[config.mk]
export PLATFORM = sky130hd
export DESIGN_NAME = uart_rx_cfg
export DESIGN_NICKNAME = d
export VERILOG_FILES = /design/src/rtl/uart_rx_cfg.sv
export SDC_FILE = /design/constraint.sdc
export NUM_CORES = 1
export LEC_CHECK = 0
export BUFFER_PORTS_ARGS = -buffer_cell sky130_fd_sc_hd__buf_2
export CAP_MARGIN = 20
export CORE_MARGIN = 2
export CORE_UTILIZATION = 38
export DETAILED_ROUTE_END_ITERATION = 7
export PLACE_DENSITY = 0.6
export REMOVE_ABC_BUFFERS = 1
export SETUP_SLACK_MARGIN = 0.3
export SLEW_MARGIN = 20
export SYNTH_ARGS = -nofsm -noshare
export SYNTH_HDL_FRONTEND = slang
export SYNTH_SLANG_ARGS = --single-unit
[constraint.sdc]
create_clock -name clk -period 3.1 [get_ports clk]
set_input_delay 0.31 -clock clk [delete_from_list [all_inputs] [get_ports clk]]
set_output_delay 0.31 -clock clk [all_outputs]
set_load 0.05 [all_outputs]
[src/rtl/uart_rx_cfg.sv]
// Runtime-configurable UART receiver: 5..DBIT_MAX data bits, optional parity, 1/2 stop bits,
// 3-sample majority voting, false-start rejection, break/overrun detection and valid/ack handshake.
module uart_rx_cfg #(
    parameter int unsigned DBIT_MAX    = 9,
    parameter int unsigned OVERSAMPLE  = 16,
    parameter int unsigned SYNC_STAGES = 2
) (
    input  logic                clk,
    input  logic                reset,
    input  logic                rx,
    input  logic                s_tick,
    input  logic [3:0]          cfg_dbits,
    input  logic [1:0]          cfg_parity,
    input  logic                cfg_stop2,
    input  logic                rx_ack,
    output logic                rx_done_tick,
    output logic                rx_valid,
    output logic [DBIT_MAX-1:0] dout,
    output logic                parity_err,
    output logic                frame_err,
    output logic                break_det,
    output logic                overrun
);
    localparam int unsigned   SW       = $clog2(OVERSAMPLE);
    localparam int unsigned   H        = OVERSAMPLE / 2;
    localparam logic [SW-1:0] S_V0     = SW'(H - 1);
    localparam logic [SW-1:0] S_V1     = SW'(H);
    localparam logic [SW-1:0] S_DEC    = SW'(H + 1);
    localparam logic [SW-1:0] S_LAST   = SW'(OVERSAMPLE - 1);
    localparam logic [3:0]    DB_MIN   = 4'd5;
    localparam logic [3:0]    DB_MAX   = 4'(DBIT_MAX);
    localparam logic [1:0]    PAR_EVEN = 2'b01;
    localparam logic [1:0]    PAR_ODD  = 2'b10;

    typedef enum logic [2:0] {IDLE, START, DATA, PARITY, STOP, BREAK_WAIT} state_t;

    state_t                 state_q, state_d;
    logic [SYNC_STAGES-1:0] sync_q;
    logic                   rxs;
    logic [SW-1:0]          s_q, s_d;
    logic [3:0]             n_q, n_d;
    logic [3:0]             dbits_q, dbits_d;
    logic [1:0]             par_q, par_d;
    logic                   stop2_q, stop2_d;
    logic                   stop_idx_q, stop_idx_d;
    logic                   v0_q, v0_d, v1_q, v1_d;
    logic [DBIT_MAX-1:0]    data_q, data_d;
    logic                   pbit_q, pbit_d;
    logic                   perr_q, perr_d;
    logic                   ferr_q, ferr_d;
    logic                   stop0_q, stop0_d;

    logic                   done_d, valid_d, pe_d, fe_d, bk_d, ovr_d;
    logic [DBIT_MAX-1:0]    dout_d;

    logic [3:0]             dbits_clamp_c;
    logic                   maj_c, par_en_c, exp_par_c, last_stop_c, brk_c, ferr_c, complete_c;

    assign rxs           = sync_q[SYNC_STAGES-1];
    assign dbits_clamp_c = (cfg_dbits < DB_MIN) ? DB_MIN : (cfg_dbits > DB_MAX) ? DB_MAX : cfg_dbits;
    assign maj_c         = (v0_q & v1_q) | (v0_q & rxs) | (v1_q & rxs);
    assign par_en_c      = (par_q == PAR_EVEN) || (par_q == PAR_ODD);
    assign exp_par_c     = (par_q == PAR_EVEN) ? ^data_q : ~^data_q;
    assign last_stop_c   = !stop2_q || stop_idx_q;
    assign ferr_c        = ferr_q | !maj_c;
    // A break is a frame with no mark anywhere: zero data, zero parity and zero stop samples.
    assign brk_c         = (data_q == '0) && (!par_en_c || !pbit_q) && !maj_c && (!stop2_q || stop0_q);

    always_ff @(posedge clk or negedge reset) begin
        if (!reset) begin
            state_q      <= IDLE;
            sync_q       <= '1;
            s_q          <= '0;
            n_q          <= '0;
            dbits_q      <= '0;
            par_q        <= '0;
            stop2_q      <= 1'b0;
            stop_idx_q   <= 1'b0;
            v0_q         <= 1'b0;
            v1_q         <= 1'b0;
            data_q       <= '0;
            pbit_q       <= 1'b0;
            perr_q       <= 1'b0;
            ferr_q       <= 1'b0;
            stop0_q      <= 1'b0;
            rx_done_tick <= 1'b0;
            rx_valid     <= 1'b0;
            dout         <= '0;
            parity_err   <= 1'b0;
            frame_err    <= 1'b0;
            break_det    <= 1'b0;
            overrun      <= 1'b0;
        end else begin
            state_q      <= state_d;
            sync_q       <= {sync_q[SYNC_STAGES-2:0], rx};
            s_q          <= s_d;
            n_q          <= n_d;
            dbits_q      <= dbits_d;
            par_q        <= par_d;
            stop2_q      <= stop2_d;
            stop_idx_q   <= stop_idx_d;
            v0_q         <= v0_d;
            v1_q         <= v1_d;
            data_q       <= data_d;
            pbit_q       <= pbit_d;
            perr_q       <= perr_d;
            ferr_q       <= ferr_d;
            stop0_q      <= stop0_d;
            rx_done_tick <= done_d;
            rx_valid     <= valid_d;
            dout         <= dout_d;
            parity_err   <= pe_d;
            frame_err    <= fe_d;
            break_det    <= bk_d;
            overrun      <= ovr_d;
        end
    end

    always_comb begin
        state_d    = state_q;
        s_d        = s_q;
        n_d        = n_q;
        dbits_d    = dbits_q;
        par_d      = par_q;
        stop2_d    = stop2_q;
        stop_idx_d = stop_idx_q;
        v0_d       = v0_q;
        v1_d       = v1_q;
        data_d     = data_q;
        pbit_d     = pbit_q;
        perr_d     = perr_q;
        ferr_d     = ferr_q;
        stop0_d    = stop0_q;
        complete_c = 1'b0;

        // Bit-time counter and vote capture run only inside a frame.
        if (s_tick && (state_q inside {START, DATA, PARITY, STOP})) begin
            s_d = (s_q == S_LAST) ? '0 : s_q + SW'(1);
            if (s_q == S_V0) v0_d = rxs;
            if (s_q == S_V1) v1_d = rxs;
        end

        case (state_q)
            IDLE: begin
                if (!rxs) begin
                    state_d    = START;
                    s_d        = '0;
                    dbits_d    = dbits_clamp_c;
                    par_d      = cfg_parity;
                    stop2_d    = cfg_stop2;
                    stop_idx_d = 1'b0;
                    data_d     = '0;
                    pbit_d     = 1'b0;
                    perr_d     = 1'b0;
                    ferr_d     = 1'b0;
                    stop0_d    = 1'b0;
                end
            end
            START: begin
                if (s_tick) begin
                    if (s_q == S_DEC && maj_c) begin
                        state_d = IDLE;
                    end else if (s_q == S_LAST) begin
                        state_d = DATA;
                        n_d     = '0;
                    end
                end
            end
            DATA: begin
                if (s_tick) begin
                    if (s_q == S_DEC) begin
                        for (int unsigned i = 0; i < DBIT_MAX; i++) begin
                            if (n_q == 4'(i)) data_d[i] = maj_c;
                        end
                    end
                    if (s_q == S_LAST) begin
                        if (n_q == dbits_q - 4'd1) begin
                            state_d    = par_en_c ? PARITY : STOP;
                            stop_idx_d = 1'b0;
                        end else begin
                            n_d = n_q + 4'd1;
                        end
                    end
                end
            end
            PARITY: begin
                if (s_tick) begin
                    if (s_q == S_DEC) begin
                        pbit_d = maj_c;
                        perr_d = (maj_c != exp_par_c);
                    end
                    if (s_q == S_LAST) begin
                        state_d    = STOP;
                        stop_idx_d = 1'b0;
                    end
                end
            end
            STOP: begin
                if (s_tick) begin
                    if (s_q == S_DEC) begin
                        if (last_stop_c) begin
                            complete_c = 1'b1;
                            state_d    = brk_c ? BREAK_WAIT : IDLE;
                        end else begin
                            ferr_d  = ferr_c;
                            stop0_d = !maj_c;
                        end
                    end else if (s_q == S_LAST && !last_stop_c) begin
                        state_d    = STOP;
                        stop_idx_d = 1'b1;
                    end
                end
            end
            BREAK_WAIT: begin
                if (rxs) state_d = IDLE;
            end
            default: state_d = IDLE;
        endcase

        done_d  = complete_c;
        valid_d = rx_valid;
        ovr_d   = overrun;
        dout_d  = dout;
        pe_d    = parity_err;
        fe_d    = frame_err;
        bk_d    = break_det;
        // Completion beats a coincident ack; the ack then only consumes the overrun condition.
        if (complete_c) begin
            dout_d  = data_q;
            pe_d    = perr_q;
            fe_d    = ferr_c;
            bk_d    = brk_c;
            valid_d = 1'b1;
            if (rx_valid) ovr_d = !rx_ack;
        end else if (rx_ack && rx_valid) begin
            valid_d = 1'b0;
            ovr_d   = 1'b0;
        end
    end
endmodule

# Word-level counts from Yosys, hierarchy flattened
# Index checks and enable logic that the tools add are counted.
[totals] register_bits=51 memories=0 latch_bits=0 elab_cells=217 romBits=0 input_bits=12 mem_bits_rw=0
[op_classes] eq_ne=52 magnitude_cmp=2 n_mux=76 mul=0 n_shift=0 bitwise_logic=7 add_sub_neg=3 div=0 n_reduce_logical=47
[ops] operator="$reduce_and A5 Y1" count=10
[ops] operator="$mux W3" count=16
[ops] operator="$mux W4" count=12
[ops] operator="$mux W1" count=37
[ops] operator="$ne A2 B1 Y1 const B" count=17
[ops] operator="$mux W9" count=3
[ops] operator="$ne A2 B2 Y1 const B" count=11
[ops] operator="$eq A4 B3 Y1 const B" count=5
[ops] operator="$pmux W3 S6" count=1
[ops] operator="$pmux W9 S2" count=1
[ops] operator="$eq A4 B4 Y1 const B" count=4
[ops] operator="$reduce_and A12 Y1" count=1
[ops] operator="$reduce_and A10 Y1" count=1
[ops] operator="$reduce_bool A2 Y1" count=5
[ops] operator="$logic_not A9 Y1" count=1
[ops] operator="$reduce_xnor A9 Y1" count=1
[ops] operator="$reduce_xor A9 Y1" count=1
[ops] operator="$add A4 B1 Y4 const B" count=2
[ops] operator="$eq A4 B2 Y1 const B" count=2
[ops] operator="$pmux W1 S2" count=4
[ops] operator="$pmux W4 S2" count=1
[ops] operator="$reduce_and A2 Y1" count=4
[ops] operator="$reduce_bool A4 Y1" count=2
[ops] operator="$logic_and A1 B1 Y1" count=7
[ops] operator="23 further kinds" count=38

# Depth between registers and ports, before layout
# Gate-level depths: netlist of the first run.
[depth] word_depth=12 mapped_depth=8

# Worst setup path after synthesis of the first run
# No wires, ideal clock.
[synth_path] path_type="register to register" startpoint="register dbits_q[0]" endpoint="register state_q[0]" t_arrival_ns=1.729 path_slack_ns=1.246 path_buffers=0 path_stages_with_launch=9 synth_period_minus_slack_ns=1.854 cell_sequence="dfrtp_1 inv_1 ha_1 xor2_1 nand3_2 o21ai_2 nand4_1 nor2_2 mux2_2"
[synth_via] elab_chain_cells=4
[synth_rtl] item="from (decl)" line="42" source="logic [3:0] dbits_q, dbits_d;"
[synth_rtl] item="from (signal assigned)" line="98" source="dbits_q <= dbits_d;"
[synth_rtl] item="$sub A4 B1 Y4" line="177" source="if (n_q == dbits_q - 4'd1) begin"
[synth_rtl] item="$eq A4 B4 Y1" line="177"
[synth_rtl] item="$ne A2 B1 Y1 (no source line)"
[synth_rtl] item="$reduce_and A12 Y1 (no source line)"
[synth_rtl] item="to (signal assigned)" line="94" source="state_q <= state_d;"
[synth_rtl] item="to (decl)" line="37" source="state_t state_q, state_d;"
# No other way between the ends.
# A chain may end at the register's enable or synchronous reset.

# Worst setup path in the final report of the first run
[layout_path] startpoint="register state_q[1]" endpoint="register break_det"
[layout_via] elab_chain_cells=2
[layout_rtl] item="$eq A3 B3 Y1" line="143" source="case (state_q)"
[layout_rtl] item="$mux W1" line="143"
[layout_rtl] item="named net complete_c" line="57" source="logic maj_c, par_en_c, exp_par_c, last_stop_c, brk_c, ferr_c, complete_c;"
[layout_rtl] item="to (signal assigned)" line="114" source="break_det <= bk_d;"
[layout_rtl] item="to (decl)" line="21" source="output logic break_det,"
# The timed path passes the listed nets, and every way through them passes these cells.

==> results.md, run 1 <==
- Sequential elements use 45.36% of the synthesized area.
- After routing the design area is 0.003132 mm2.
- The post-route netlist has 17.07% of its cells at a drive strength greater than 1.
- The post-CTS repair timing setup buffer count is 0.
- The fraction of synthesized cell area taken by the top area cell type is 43.50%.
- TritonCTS built the clock tree.
- The combined area of all synthesized cells is 0.002819 mm2.
- Ranked by total cell area, the synthesized netlist is headed by dfrtp_1 (43%), o21ai_0 (6.0%), nand2_1 (6.0%), ha_1 (5.8%), inv_1 (3.3%).
- CTS saw 51 sinks.
- The die is 90.13 um tall.
- At the worst endpoint, the required time is 3.30 ns.
- The number of antenna diodes in the final layout is 0.
- The global-route usage over all layers is 15.24%.
- The mean number of vias per cell is 5.028.
- The total of endpoints with negative setup slack in the final report is 0.
- Row generation in the floorplan step produced 31 rows.
- The TritonCTS buffer count is 5.
- The share of synthesized flip-flops with an asynchronous set or reset is 100.0%.
- The count of endpoints failing hold in the final timing report was 0.
- Setup repair after global routing left no endpoint under its margin.
- The layout has 752 filler cells.
- The first-pass GRT wire length is 10270 um.
- The element type at the critical path end is a flip-flop.
- After the last flow step, the layout net total stands at 358.
- Across the run, the number of max-cap violations was 0.
- The total congestion overflow after global routing is 0.
- The core region is 0.007214 mm2.
- The synthesized design spends more area on one cell type than any other, namely dfrtp_1.
- CTS placed an instance of clkbuf_8 at the clock tree root.
- The source-to-sink clock delay at the later pin of the worst-skew pair is 0.30 ns.
- Power comes to 2.119 mW.
- Once the clock tree was built, the resizer swapped 0 gates to a different size.
- The class of the worst hold path is in2async.
- After clock tree synthesis, the flow added hold-fix buffers numbering 0.
- The worst setup path category is reg2reg.
- The data arrival time of the critical path is 2.29 ns.
- The area growth from synthesis to layout is 11.10%.
- The number of synthesized flops with an enable pin is 0.
- The minimum clock period after layout is 2.096 ns.
- The number of top-level design ports is 27.
- The area enclosed by the die boundary is 0.008123 mm2.
- The maximum fanout along the worst path is 22.
- The count of nets left with antenna violations once routing finished came out at 0.
- The category of the worst setup path launch point is a flip-flop.
- The transition time of the tightest slew-check pin is 0.7917 ns.
- The minimum setup slack among reg-to-reg paths is 1.00 ns.
- In this run the number of H-tree levels came out at 2.
- The ratio of final minimum period to clock period is 67.62%.
- After detailed routing, the number of remaining DRC violations is 0.
- The commonest cells after synthesis are dfrtp_1 (49), nand2_1 (45), o21ai_0 (34), inv_1 (25), nor2_1 (20).
- The overall via count from detail_route is 2177.
- The most common cell in the synthesized netlist is dfrtp_1.
- Port buffering added 26 buffers.
- The count of pins over their slew limit came to 0.
- The initial utilization of the core area, before any placement, comes to 39.07%.
- In the synthesized netlist the dominant register cell turns out to be dfrtp_1.
- The detailed router's first-iteration violation count is 105.
- The clock transition at the register clock pins on the worst setup and hold paths after CTS is 0.09 ns.
- Once placement finished, the instance area stood at 0.003042 mm2.
- IR analysis of the VDD net gives a maximum drop of 0.2466 mV.
- The cell count after synthesis came out at 307.
- The floorplan step set the die width to 90.13 um.
- The initial antenna violation count is 0.
- The cell total after placement is 424.
- The number of global-route vias before repair is 2173.
- The total wire length is 5736 um.
- The post-detailed-placement half-perimeter wirelength is 4207 um.
- The final RePlAce weighted congestion is 0.7853.
- Entering global routing, the biggest net connects 51 pins.
- Dividing the detail-routed wire length by the instance count gives 13.25 um.
- Summing all multi-input logic gate instances after layout gives 0.001383 mm2.
- The final standard cell count with taps included and fillers excluded is 433.
- The maximum clock skew at final layout is 0.003366 ns.
- Before antenna repair, the detailed router went through 4 iterations.
- The tightest slew margin relative to the limit is 46.78%.
- For the final routed database, the setup TNS stands at 0 ns.
- The longest clock path from root to sink contains 2 buffers.
- The flow ran to the end, and the final reports show no timing, DRC or antenna violations.
- The post-synthesis sequential element count is 51.
- The number of unique standard cell types used by synthesis is 50.
- Timing would allow up to 0.4771 GHz.
- In this run the power density over the cells is 676.5 mW/mm2.
- For this run, the number of Yosys warnings is 0.
- The average cell area after synthesis is 9.182 um2.
- The area taken by flip-flops and latches is 0.001279 mm2.
- The total leakage power is 1.476 nW.
==> kinds of logic after synthesis <==
logic type | after synthesis | share of synthesized area, %
AND/OR/NAND/NOR | 108 | 18.82
AO/OA/AOI/OAI | 73 | 15.18
flip-flops | 51 | 45.36
buffers and inverters | 37 | 5.593
XOR/XNOR | 13 | 4.527
adder cells (fa/ha/maj) | 13 | 5.770
multiplexers | 12 | 4.749
==> worst max-delay path, stage by stage (launching register included) <==
cell	delay [ns]
dfrtp_1	0.54
nor2_2	0.36
nand2_1	0.11
or3_4	0.50
inv_1	0.14
mux2_2	0.33
==> flip-flops by register name, indices dropped and copies added, names as in the netlist, 2 cells and up <==
| signal | flops |
|---|---|
| s_q | 4 |
| dout | 9 |
| par_q | 2 |
| data_q | 9 |
| dbits_q | 4 |
| state_q | 3 |
| n_q | 4 |
| sync_q | 2 |
==> cell usage in the layout, fill, tap and decap left out, types with 7 or more instances in the layout <==
cell type,instances
a21oi_1,18
nand3_1,7
nor3_1,8
nor2_1,20
o21ai_0,34
inv_1,25
dfrtp_1,49
nand2_1,45
mux2_2,7
ha_1,13
buf_2,25
xnor2_1,7
==> power breakdown <==
part	leakage (nW)	internal [mW]	switching (mW)
Clock	0.0412	0.158	0.227
Sequential	0.678	0.767	0.141
Combinational	0.756	0.343	0.482
Total	1.48	1.27	0.850
==> cell type report <==
cell class / count / share of cell area (%)
Inverter: 25 / 2.996
Clock inverter: 2 / 0.3995
Clock buffer: 6 / 2.317
Multi-Input combinational cell: 219 / 44.15
Timing Repair Buffer: 31 / 5.354
Sequential cell: 51 / 40.83
Tap cell: 99 / 3.955
==> stage by stage <==
step	worst slack [ns]	util, %	hold slack, ns
after global routing	0.8480	43.41	0.07676
final	1.004	43.41	0.02016
after CTS	0.7098	43.34	0.05056
after detailed placement	0.7343	42.16	0.3535
after floorplan	1.226	-	0.01441
after global placement	0.9167	42.13	0.3558
==> metal layers <==
layer,share of wire [%],GRT usage (%),up-vias
li1,-,-,1104
met1,49,20.91,1023
met2,46,24.81,43
met3,3.6,2.934,7
met4,1.3,3.974,0
met5,0,0,-
==> worst paths after layout <==
kind,startpoint,endpoint,depth (start not counted)
setup / recovery,state_q[1],break_det,5
max in group asynchronous,reset,sync_q[1],2
hold reg to reg,sync_q[0],sync_q[1],0
setup reg to reg,state_q[1],break_det,5
min in group clk,rx,sync_q[0],1
hold / removal,reset,dout[2],1
Note: power is estimated with default switching activity, not from simulation.
==> inputs of run 2 (changes only) <==
- ABC_AREA: default -> 1
- clock period: 3.1 -> 2.1 ns (I/O delays scaled with it)
==> run 2 against run 1 <==
Area after synthesis is 4.3% higher. Fmax is 26% higher. Critical path depth is 3 higher. Global-route usage is 0.74 points higher. Cell area is 7.1% higher. Non-clock buffer count is 1 lower. Sequential share of layout area is 2.6 points lower. Final cell count is 18% higher. Largest cell class unchanged. Synthesized cell count is 22% higher. Hold slack better by 0.062 ns.
==> results.md, run 2 <==
- The flow ran to the end, and the final reports show no timing, DRC or antenna violations.
- The source-to-sink clock delay at the later pin of the worst-skew pair is 0.31 ns (about the same).
- The top cell types in the final layout, fill and taps aside, are nand2_1 (101), dfrtp_1 (46), inv_1 (42).
- The vertical die dimension is 91.95 um (+2.0%).
- The global-route usage over all layers was 15.98% (+0.74 points).
- The power per cell area is 1283 mW/mm2 (+90%).
- The final standard cell count with taps included and fillers excluded came to 510 (+18%).
- The number of unique standard cell types used by synthesis is 36 (-28%).
- The number of standard cells after synthesis was 375 (+22%).
- The number of top-level design ports is 27 (unchanged).
- The total congestion overflow after global routing was 0 (unchanged).
- The most frequent cell after synthesis is nand2_1.
- The number of synthesized flops with an enable pin came to 0 (unchanged).
- The number of global-route vias before repair is 2410 (+11%).
- The number of antenna diodes is 0 (unchanged).
- The combined area of all synthesized cells is 0.002939 mm2 (+4.3%).
- The maximum fanout along the worst path is 5 (-77%).
- The wire length per cell after detailed routing came to 12.02 um (-9.3%).
- The upper clock frequency limit is 0.6024 GHz (+26%).
- After synthesis, the cell types taking the most area are dfrtp_1 (42%), nand2_1 (13%), inv_1 (5.6%), ha_1 (5.5%), nand3_1 (4.4%).
- The detailed router's first-iteration violation count is 178 (+70%).
- The fraction of met2 tracks used by global routing is 26.53% (+1.7 points).
- The overall via count from detail_route was 2504 (+15%).
- The clock transition at the register clock pins on the worst setup and hold paths after CTS came to 0.09 ns (about the same).
- The buffer depth of the longest clock path is 2 (unchanged).
- The worst setup path category is reg2reg.
- The cell type contributing the most total cell area after synthesis is dfrtp_1.
- In this run the worst hold path is classified as in2reg.
- The core box area was 0.007607 mm2 (+5.4%).
- The switching power summed over all nets is 1.963 mW (+130%).
- The number of warnings issued by yosys was 0 (unchanged).
- The minimum clock period after layout is 1.660 ns (-0.4360 ns).
- The count of pins over their slew limit is 0 (unchanged).
- The TritonCTS buffer count came to 5 (unchanged).
- The proportion of total power due to net switching is 45.63% (+5.5 points).
- The fraction of synthesized cell area taken by the top area cell type is 41.72% (-1.8 points).
- The post-detailed-placement half-perimeter wirelength is 4683 um (+11%).
- STA classifies the critical path endpoint as a flip-flop.
- The share of final-layout standard cells stronger than drive strength 1 is 19.85% (+2.8 points).
- The post-route core utilization came to 44.08% (+0.67 points).
- The post-synthesis sequential element count is 51 (unchanged).
- The cell total after placement is 501 (+18%).
- The total leakage power is 1.670 nW (+13%).
- Setup repair after global routing left no endpoint under its margin.
- The total of max-cap violations was 0 (unchanged).
- The worst path required time is 2.30 ns (-1.00 ns).
- The ratio of final minimum period to clock period is 79.05% (+11 points).
- The number of nets in the layout was 433 (+21%).
- The share of synthesized flip-flops with an asynchronous set or reset is 100.0% (unchanged).
- The post-detailed-route count of antenna-violating nets is 0 (unchanged).
- The initial antenna violation count is 0 (unchanged).
- The met1 global-route usage is 21.28% (+0.37 points).
- The count of endpoints failing hold in the final timing report is 0 (unchanged).
- The average cell area after synthesis is 7.838 um2 (-15%).
- The total of endpoints with negative setup slack in the final report is 0 (unchanged).
- The placement row count is 32 (+3.2%).
- STA classifies the critical path startpoint as a flip-flop.
- The largest net degree at the start of global routing is 25 (-51%).
- The predominant post-synthesis flop cell is dfrtp_1.
- The final RePlAce weighted congestion is 0.9613 (+22%).
- The area enclosed by the die boundary was 0.008454 mm2 (+4.1%).
- The number of input and output port buffers inserted is 26 (unchanged).
- The leading cell type in the layout, fill and taps excluded is nand2_1.
- TritonCTS built the clock tree.
- The number of clock sinks seen by CTS came to 51 (unchanged).
- The initial core utilization is 38.63% (-0.44 points).
- The total wire length is 6129 um (+6.9%).
- The overall die width is 91.95 um (+2.0%).
- The first-pass GRT wire length is 10940 um (+6.5%).
- The first-pass iteration count of the detailed router is 4 (unchanged).
- The largest registers in the layout are data_q: 9 flops, dout: 9 flops.
- The maximum clock skew at final layout is 0.006127 ns (+0.002761 ns).
- The clock network power share is 15.7% (-2.5 points).
- The tightest slew margin relative to the limit came to 72.20% (+25 points).
- The mean number of vias per cell was 4.910 (-2.3%).
- The combinational power share is 50.1% (+11 points).
- The data arrival time of the critical path was 1.86 ns (-0.43 ns).
- The final setup TNS is 0 ns (unchanged).
- The fraction of power consumed by sequential logic came to 34.2% (-8.6 points).
- After synthesis, the most frequently instantiated cells are nand2_1 (104), dfrtp_1 (49), inv_1 (44), nand3_1 (26), o21ai_1 (22).
- The sequential element share of the synthesized area was 43.51% (-1.9 points).
- The total number of H-tree levels is 2 (unchanged).
- The DRC violation count after routing is 0 (unchanged).
- met2 is the most crowded layer.
- The internal power summed over all cells is 2.340 mW (+84%).
- Clock tree synthesis selected as its root buffer the cell clkbuf_8.
- The layout overhead on the synthesized area is 14.09%.
- The peak ir drop on the vdd network is 0.4947 mV (+100%).
- The met3 global-route usage was 2.794% (-0.14 points).
- The transition time of the tightest slew-check pin was 0.4170 ns (-0.3747 ns).
-- run 2: cell count changes after synthesis, sizes merged, moves of 5 or more --
cell	change
o21ai	+8
nand2	+68
inv	+27
a21oi	-6
nand2b	-5
mux2	-8
nor3	-5
nand3	+22
nor2	+7
-- run 2: kinds of logic (layout without fill, tap and decap cells) --
logic type	count (synthesis)	in the layout	synth area share [%]
AND/OR/NAND/NOR	183	183	28.95
AO/OA/AOI/OAI	64	64	11.92
buffers and inverters	56	89	7.706
flip-flops	51	51	43.51
adder cells (fa/ha/maj)	13	13	5.534
XOR/XNOR	8	8	2.384
-- run 2: metrics by stage --
step / worst slack [ns] / hold slack (ns) / cell area [um2] / power (mW)
after detailed placement: 0.2931 / 0.1761 / 3183 / 3.589
after global placement: 0.3318 / 0.1744 / 3183 / 3.579
after floorplan: 0.5444 / -0.08559 / 2910 / 3.107
final: 0.4399 / 0.08206 / 3353 / 4.303
after CTS: 0.3630 / 0.07380 / 3314 / 4.297
after global routing: 0.3044 / 0.08738 / 3353 / 4.714
-- run 2: worst max-delay path: stages, from the launching register on --
cell and delay, ns:
dfrtp_1 0.42, inv_1 0.11, ha_1 0.17, inv_1 0.07
nor2_4 0.15, nand2_2 0.13, nor2_1 0.22, o21ai_1 0.11
a22o_1 0.18
-- run 2: final timing paths --
path	slack, ns	to	cells past startpoint	startpoint
min in group asynchronous	0.36	stop0_q	2	reset
min reg2reg	0.36	sync_q[1]	0	sync_q[0]
max	0.44	pbit_q	8	s_q[1]
max reg2reg	0.44	pbit_q	8	s_q[1]
max in group asynchronous	1.13	dbits_q[3]	3	reset
min	0.08	overrun	2	rx_ack
-- run 2: power groups by stage --
stage | Sequential, mW | Combinational [mW] | Clock [mW]
final | 1.47 | 2.15 | 0.676
after global placement | 1.48 | 2.10 | 0
after global routing | 1.51 | 2.47 | 0.735
after detailed placement | 1.48 | 2.11 | 0
after floorplan | 1.50 | 1.61 | 0
after CTS | 1.47 | 2.13 | 0.702
-- run 2: area by class of cell --
class | instances | area, um2
clock inverters | 2 | 37.54
fillers | 780 | 4254
repair buffers | 30 | 165.2
clock buffers | 5 | 68.82
well taps | 102 | 127.6
multi-input cells | 268 | 1473
inverters | 52 | 198.9
flip-flops and latches | 51 | 1282
-- run 2: what timing repair did --
| item | CTS | global route |
|---|---|---|
| hold buffers | 2 | 0 |
| pin swaps | 0 | 1 |
| setup endpoints to repair | 2 | 27 |
| setup buffers | 0 | 0 |
| gates resized for setup | 1 | 13 |
| endpoints found under the hold margin | 15 | 0 |
-- run 2: metal layers --
metal / up-vias / wire (um)
li1: 1275 / -
met1: 1158 / 2977
met2: 62 / 2792
met3: 9 / 269
met4: 0 / 91
met5: - / 0
